===== src/rtl/fs_accel_pkg.sv =====
// Shared constants and helpers for the accelerator pooling blocks.
package fs_accel_pkg;

  localparam int unsigned DW_DEF  = 8;
  localparam int unsigned NCH_DEF = 13;
  localparam int unsigned WIN_DEF = 4;
  localparam int unsigned MAXW    = 32;

  // Most-negative two's complement code for a dw-bit sample, sign-extended to MAXW.
  function automatic logic signed [MAXW-1:0] min_code(input int unsigned dw);
    logic signed [MAXW-1:0] one;
    one = 1;
    return -(one <<< (dw - 1));
  endfunction

  // Signed maximum of two sign-extended samples.
  function automatic logic signed [MAXW-1:0] smax(input logic signed [MAXW-1:0] a,
                                                  input logic signed [MAXW-1:0] b);
    return (a > b) ? a : b;
  endfunction

endpackage


===== src/rtl/fs_accel_mpool_lane.sv =====
// One pooling channel: running signed max plus window sample counter.
module fs_accel_mpool_lane
  import fs_accel_pkg::*;
#(
  parameter int unsigned DW  = DW_DEF,
  parameter int unsigned WIN = WIN_DEF
) (
  input  logic          clk,
  input  logic          reset,
  input  logic [DW-1:0] din,
  input  logic          upd,
  input  logic          clr,
  output logic          done,
  output logic [DW-1:0] m
);

  localparam int unsigned CW = (WIN > 1) ? $clog2(WIN) : 1;
  localparam logic [DW-1:0] MIN = DW'(min_code(DW));

  logic [DW-1:0] acc;
  logic [CW-1:0] cnt;

  assign m    = DW'(smax(MAXW'($signed(acc)), MAXW'($signed(din))));
  assign done = (cnt == CW'(WIN - 1));

  // Accumulate until the window closes, then restart from the neutral element.
  always_ff @(posedge clk or posedge reset) begin
    if (reset) begin
      acc <= MIN;
      cnt <= '0;
    end else if (clr) begin
      acc <= MIN;
      cnt <= '0;
    end else if (upd) begin
      if (done) begin
        acc <= MIN;
        cnt <= '0;
      end else begin
        acc <= m;
        cnt <= cnt + CW'(1);
      end
    end
  end

endmodule


===== src/rtl/fs_accel_mpool_demux.sv =====
// Per-channel max-pool demux with a single-entry handshaked result register.
module fs_accel_mpool_demux
  import fs_accel_pkg::*;
#(
  parameter int unsigned DW   = DW_DEF,
  parameter int unsigned NCH  = NCH_DEF,
  parameter int unsigned WIN  = WIN_DEF,
  parameter int unsigned SELW = (NCH > 1) ? $clog2(NCH) : 1
) (
  input  logic            clk,
  input  logic            reset,
  input  logic            in_valid,
  output logic            in_ready,
  input  logic [DW-1:0]   in_data,
  input  logic [SELW-1:0] in_sel,
  input  logic            clear,
  output logic            out_valid,
  input  logic            out_ready,
  output logic [DW-1:0]   out_data,
  output logic [SELW-1:0] out_ch,
  output logic            err_sel
);

  localparam logic [DW-1:0] MIN = DW'(min_code(DW));

  logic            live;
  logic            sel_ok;
  logic            accept;
  logic [NCH-1:0]  upd;
  logic [NCH-1:0]  done_v;
  logic [DW-1:0]   m_v [NCH];
  logic            done_sel;
  logic [DW-1:0]   m_sel;

  assign in_ready = live && !clear && (!out_valid || out_ready);
  assign sel_ok   = 32'(in_sel) < NCH;
  assign accept   = in_valid && in_ready;

  for (genvar c = 0; c < NCH; c++) begin : g_lane
    assign upd[c] = accept && sel_ok && (in_sel == SELW'(c));

    fs_accel_mpool_lane #(
      .DW  (DW),
      .WIN (WIN)
    ) u_lane (
      .clk   (clk),
      .reset (reset),
      .din   (in_data),
      .upd   (upd[c]),
      .clr   (clear),
      .done  (done_v[c]),
      .m     (m_v[c])
    );
  end

  // Pick the addressed lane's candidate max and window-complete flag.
  always_comb begin
    done_sel = 1'b0;
    m_sel    = MIN;
    for (int unsigned c = 0; c < NCH; c++) begin
      if (in_sel == SELW'(c)) begin
        done_sel = done_v[c];
        m_sel    = m_v[c];
      end
    end
  end

  // Input opens one cycle after reset release.
  always_ff @(posedge clk or posedge reset) begin
    if (reset) live <= 1'b0;
    else       live <= 1'b1;
  end

  // Result register: load on window completion, drain on handshake; error pulse.
  always_ff @(posedge clk or posedge reset) begin
    if (reset) begin
      out_valid <= 1'b0;
      out_data  <= MIN;
      out_ch    <= '0;
      err_sel   <= 1'b0;
    end else begin
      err_sel <= accept && !sel_ok;
      if (accept && sel_ok && done_sel) begin
        out_valid <= 1'b1;
        out_data  <= m_sel;
        out_ch    <= in_sel;
      end else if (out_ready) begin
        out_valid <= 1'b0;
      end
    end
  end

endmodule


===== config.mk =====
export PLATFORM = sky130hd
export DESIGN_NAME = fs_accel_mpool_demux
export DESIGN_NICKNAME = d
export VERILOG_FILES = /design/src/rtl/fs_accel_pkg.sv /design/src/rtl/fs_accel_mpool_lane.sv /design/src/rtl/fs_accel_mpool_demux.sv
export SDC_FILE = /design/constraint.sdc
export NUM_CORES = 1
export LEC_CHECK = 0
export CORE_MARGIN = 2
export CORE_UTILIZATION = 57
export CTS_CLUSTER_DIAMETER = 200
export DETAILED_ROUTE_END_ITERATION = 16
export PLACE_DENSITY = 0.76
export SETUP_SLACK_MARGIN = 0.02
export SYNTH_ARGS = -nofsm -noshare
export SYNTH_HDL_FRONTEND = slang
export SYNTH_SLANG_ARGS = --single-unit

===== constraint.sdc =====
create_clock -name clk -period 4.04 [get_ports clk]
set_clock_uncertainty 0.1 [all_clocks]
set_input_delay 0.404 -clock clk [delete_from_list [all_inputs] [get_ports clk]]
set_output_delay 0.404 -clock clk [all_outputs]
set_load 0.02 [all_outputs]

==> metrics.yaml <==
ys_seq_area_share_pct: 34.4
dp_cells: 1373
hold_buffers: 0
clock_tree.root_cell: "clkbuf_16"
status: "completed"
grt_max_degree: 146
drt-vias-per-instance: 6.97
clock-sinks: 145
vias: 9798
drt_pass1_iterations: 6
wirelength_um: 34900
area.growth.synth_to_final_pct: 13.1
maxSlewHeadroom_pct: 36.1
ir_drop_mv: 0.380
holdPathStages: 2
clkLatencyLatePin_ns: 0.44
diodes: 0
hold_viol_final: 0
cts.repair.resized: 0
worst_pin_slew_ns: 0.957
synth_ff_type: "dfrtp_1"
postCtsSetupRepairBufs: 0
top_level_ports: 32
dp_hpwl_um: 24400
fmax_mhz: 287
synth_cell_types: 82
synth_area_mm2: 0.0106
drive_gt1_share_pct: 12.6
setup_viol: 0
antenna_found_initial: 0
synth-edff-count: 0
crit_start: "in_data[4]"
max-clock-path-buffers: 2
critPathCaptureType: "flop"
drt-initial-drc-count: 1163
gr-total-overflow: 0
cts_buffers: 17
ys_warn_count: 0
rr_startpoint: "g_lane[10].u_lane.acc[2]"
hold_path.class: "flop to flop"
start_util_pct: 58.6
start_kind: "input port"
power_mw: 3.94
fp.dieH_um: 140
port_buffers: 31
htree_levels: 4
grt_pass1_wl_um: 54500
fin_crit_ns: 3.49
cellLeakagePower_nw: 5.43
pwr_density_cell_mw_per_mm2: 329
cts.clk_slew.worst_paths_ns: 0.06
drc: 0
grt_setup_unrepaired: "false"
crit_type: "input port to flop"
die_w_um: 140
setup_tns_ns: 0
nNetsFinal: 1297
wl_per_cell_um: 24.8
netlist_instances: 1114
globalplace.congestion: 1.00
maxCapViolCount: 0
r2r_slack_ns: 1.01
grt_pass1_vias: 9584
min_period_over_period_pct: 86.3
slew_viol_final: 0
antenna_left: 0
track_usage_pct: 36.2
rows: 49
arrival_ns: 3.75
syn-num-nets: 1248
stdcell_area_mm2: 0.0120
reg2reg_to: "out_data[6]"
core_mm2: 0.0181
ys_ff_latch: 145
min-delay-start: "out_ch[1]"
die_area_mm2: 0.0197
tritoncts: "done"
r2r_cells: 10
placed_area_mm2: 0.0114
cp_data_required_time_ns: 4.31
cp_max_fo: 7
instances_no_fill: 1405
synth-async-reset-ratio_pct: 100
endpoint: "out_data[7]"
syn_area_per_cell_um2: 9.51
-- registers in the layout (all words and copies together), names as in the netlist --
signal             cells
g_lane.u_lane.acc    104
g_lane.u_lane.cnt     26
out_data               8
out_ch                 4
err_sel                1
live                   1
out_valid              1
-- Yosys cell counts (all sizes together) (6+ instances only) --
| master | instances | share of area, % |
|---|---|---|
| ha | 117 | 14 |
| o32ai | 6 | 0.67 |
| mux2i | 49 | 4.6 |
| o211ai | 11 | 0.87 |
| dfrtp | 131 | 31 |
| o22ai | 20 | 1.2 |
| clkbuf | 26 | 0.95 |
| or3 | 12 | 0.71 |
| nand2 | 75 | 2.7 |
| o21a | 13 | 0.92 |
| nor2 | 72 | 3.0 |
| a22oi | 14 | 0.99 |
| a22o | 86 | 7.1 |
| mux2 | 9 | 0.96 |
| dfstp | 14 | 3.5 |
| a21oi | 56 | 2.6 |
| a211oi | 19 | 1.5 |
| o221ai | 9 | 0.86 |
| nand4 | 16 | 1.0 |
| a221oi | 8 | 0.66 |
| a21o | 10 | 0.72 |
| nor3 | 29 | 1.7 |
| nand3 | 28 | 1.4 |
| o21ai | 87 | 4.2 |
| buf | 19 | 0.98 |
| o31ai | 8 | 0.57 |
| nand2b | 19 | 1.1 |
| nor2b | 13 | 0.79 |
| a31oi | 17 | 1.0 |
| inv | 46 | 1.6 |
-- cell families after synthesis --
group / after synthesis / share of synthesized area (%)
AOI/OAI and AO/OA: 416 / 28.8
and+or+nand+nor: 285 / 13.7
DFF: 145 / 34.4
adders and majority gates: 117 / 13.8
buffers and inverters: 91 / 3.56
muxes: 58 / 5.59
other: 1 / 0.0354
xor gates and xnor gates: 1 / 0.0827
-- placed cells by master, fill, tap and decap left out, types with 8 or more instances in the layout --
master | netlist | final
dfrtp_1 | 131 | 131
ha_1 | 117 | 117
a22o_1 | 86 | 86
o21ai_0 | 82 | 82
nand2_1 | 75 | 75
nor2_1 | 60 | 60
a21oi_1 | 56 | 56
mux2i_1 | 49 | 49
inv_1 | 46 | 45
buf_4 | 5 | 40
clkdlybuf4s50_1 | 0 | 30
nand3_1 | 26 | 26
nor3_1 | 23 | 23
nand2b_1 | 19 | 19
o22ai_1 | 19 | 19
a31oi_1 | 17 | 17
clkbuf_16 | 0 | 17
a211oi_1 | 16 | 16
nand4_1 | 15 | 15
a22oi_1 | 14 | 14
dfstp_2 | 14 | 14
o21a_1 | 13 | 13
nor2b_1 | 12 | 12
or3_1 | 12 | 12
a21o_1 | 9 | 9
o211ai_1 | 9 | 9
nor2_2 | 9 | 9
mux2_2 | 9 | 9
o31ai_1 | 8 | 8
a221oi_1 | 8 | 8
-- critical path, cell delays in order --
cell	delay [ns]
clkdlybuf4s50_1	0.43
inv_1	0.43
buf_4	0.29
ha_1	0.26
nand4_1	0.15
o32ai_1	0.13
mux2i_1	0.41
nand2_1	0.21
o211a_1	0.29
nor4_1	0.38
o21ai_0	0.21
o21ai_1	0.17
-- area by class of cell --
type	count	area [µm²]
clock buffer	20	457
clock inverter	12	156
fill	1472	6110
inverter	46	176
multi-input combinational	878	6570
sequential	145	3650
tap	229	287
timing repair buffer	75	686
-- worst min-delay path by stage --
stage | endpoint | slack (ns)
after floorplan | g_lane[10].u_lane.acc[7] | 0.36
after global placement | out_ch[1] | 0.36
after detailed placement | g_lane[1].u_lane.acc[7] | 0.38
after CTS | g_lane[1].u_lane.acc[7] | 0.39
after global routing | g_lane[1].u_lane.acc[7] | 0.40
final | out_ch[1] | 0.38
-- per-stage QoR --
step	utilization, %	setup WS (ns)	hold slack (ns)
after floorplan	-	0.434	0.358
after global placement	62.8	0.240	0.361
after detailed placement	62.8	0.242	0.376
after CTS	66.2	0.646	0.388
after global routing	66.2	0.388	0.404
final	66.2	0.555	0.385
-- power by group --
group	switching (mW)	leakage, nW	internal (mW)
registers	0.0335	1.96	1.50
clock network	0.661	0.289	1.01
logic	0.465	3.18	0.273
-- routing by layer --
metal | share of wire (%) | track usage, % | wire, µm | vias up
met5 | 0 | 0 | 0 | -
met4 | 5.7 | 18.6 | 1980 | 0
met3 | 10 | 8.10 | 3630 | 162
met2 | 43 | 54.2 | 14900 | 592
met1 | 41 | 49.4 | 14400 | 4624
li1 | - | - | - | 4420
(Power assumes the default switching activity.)
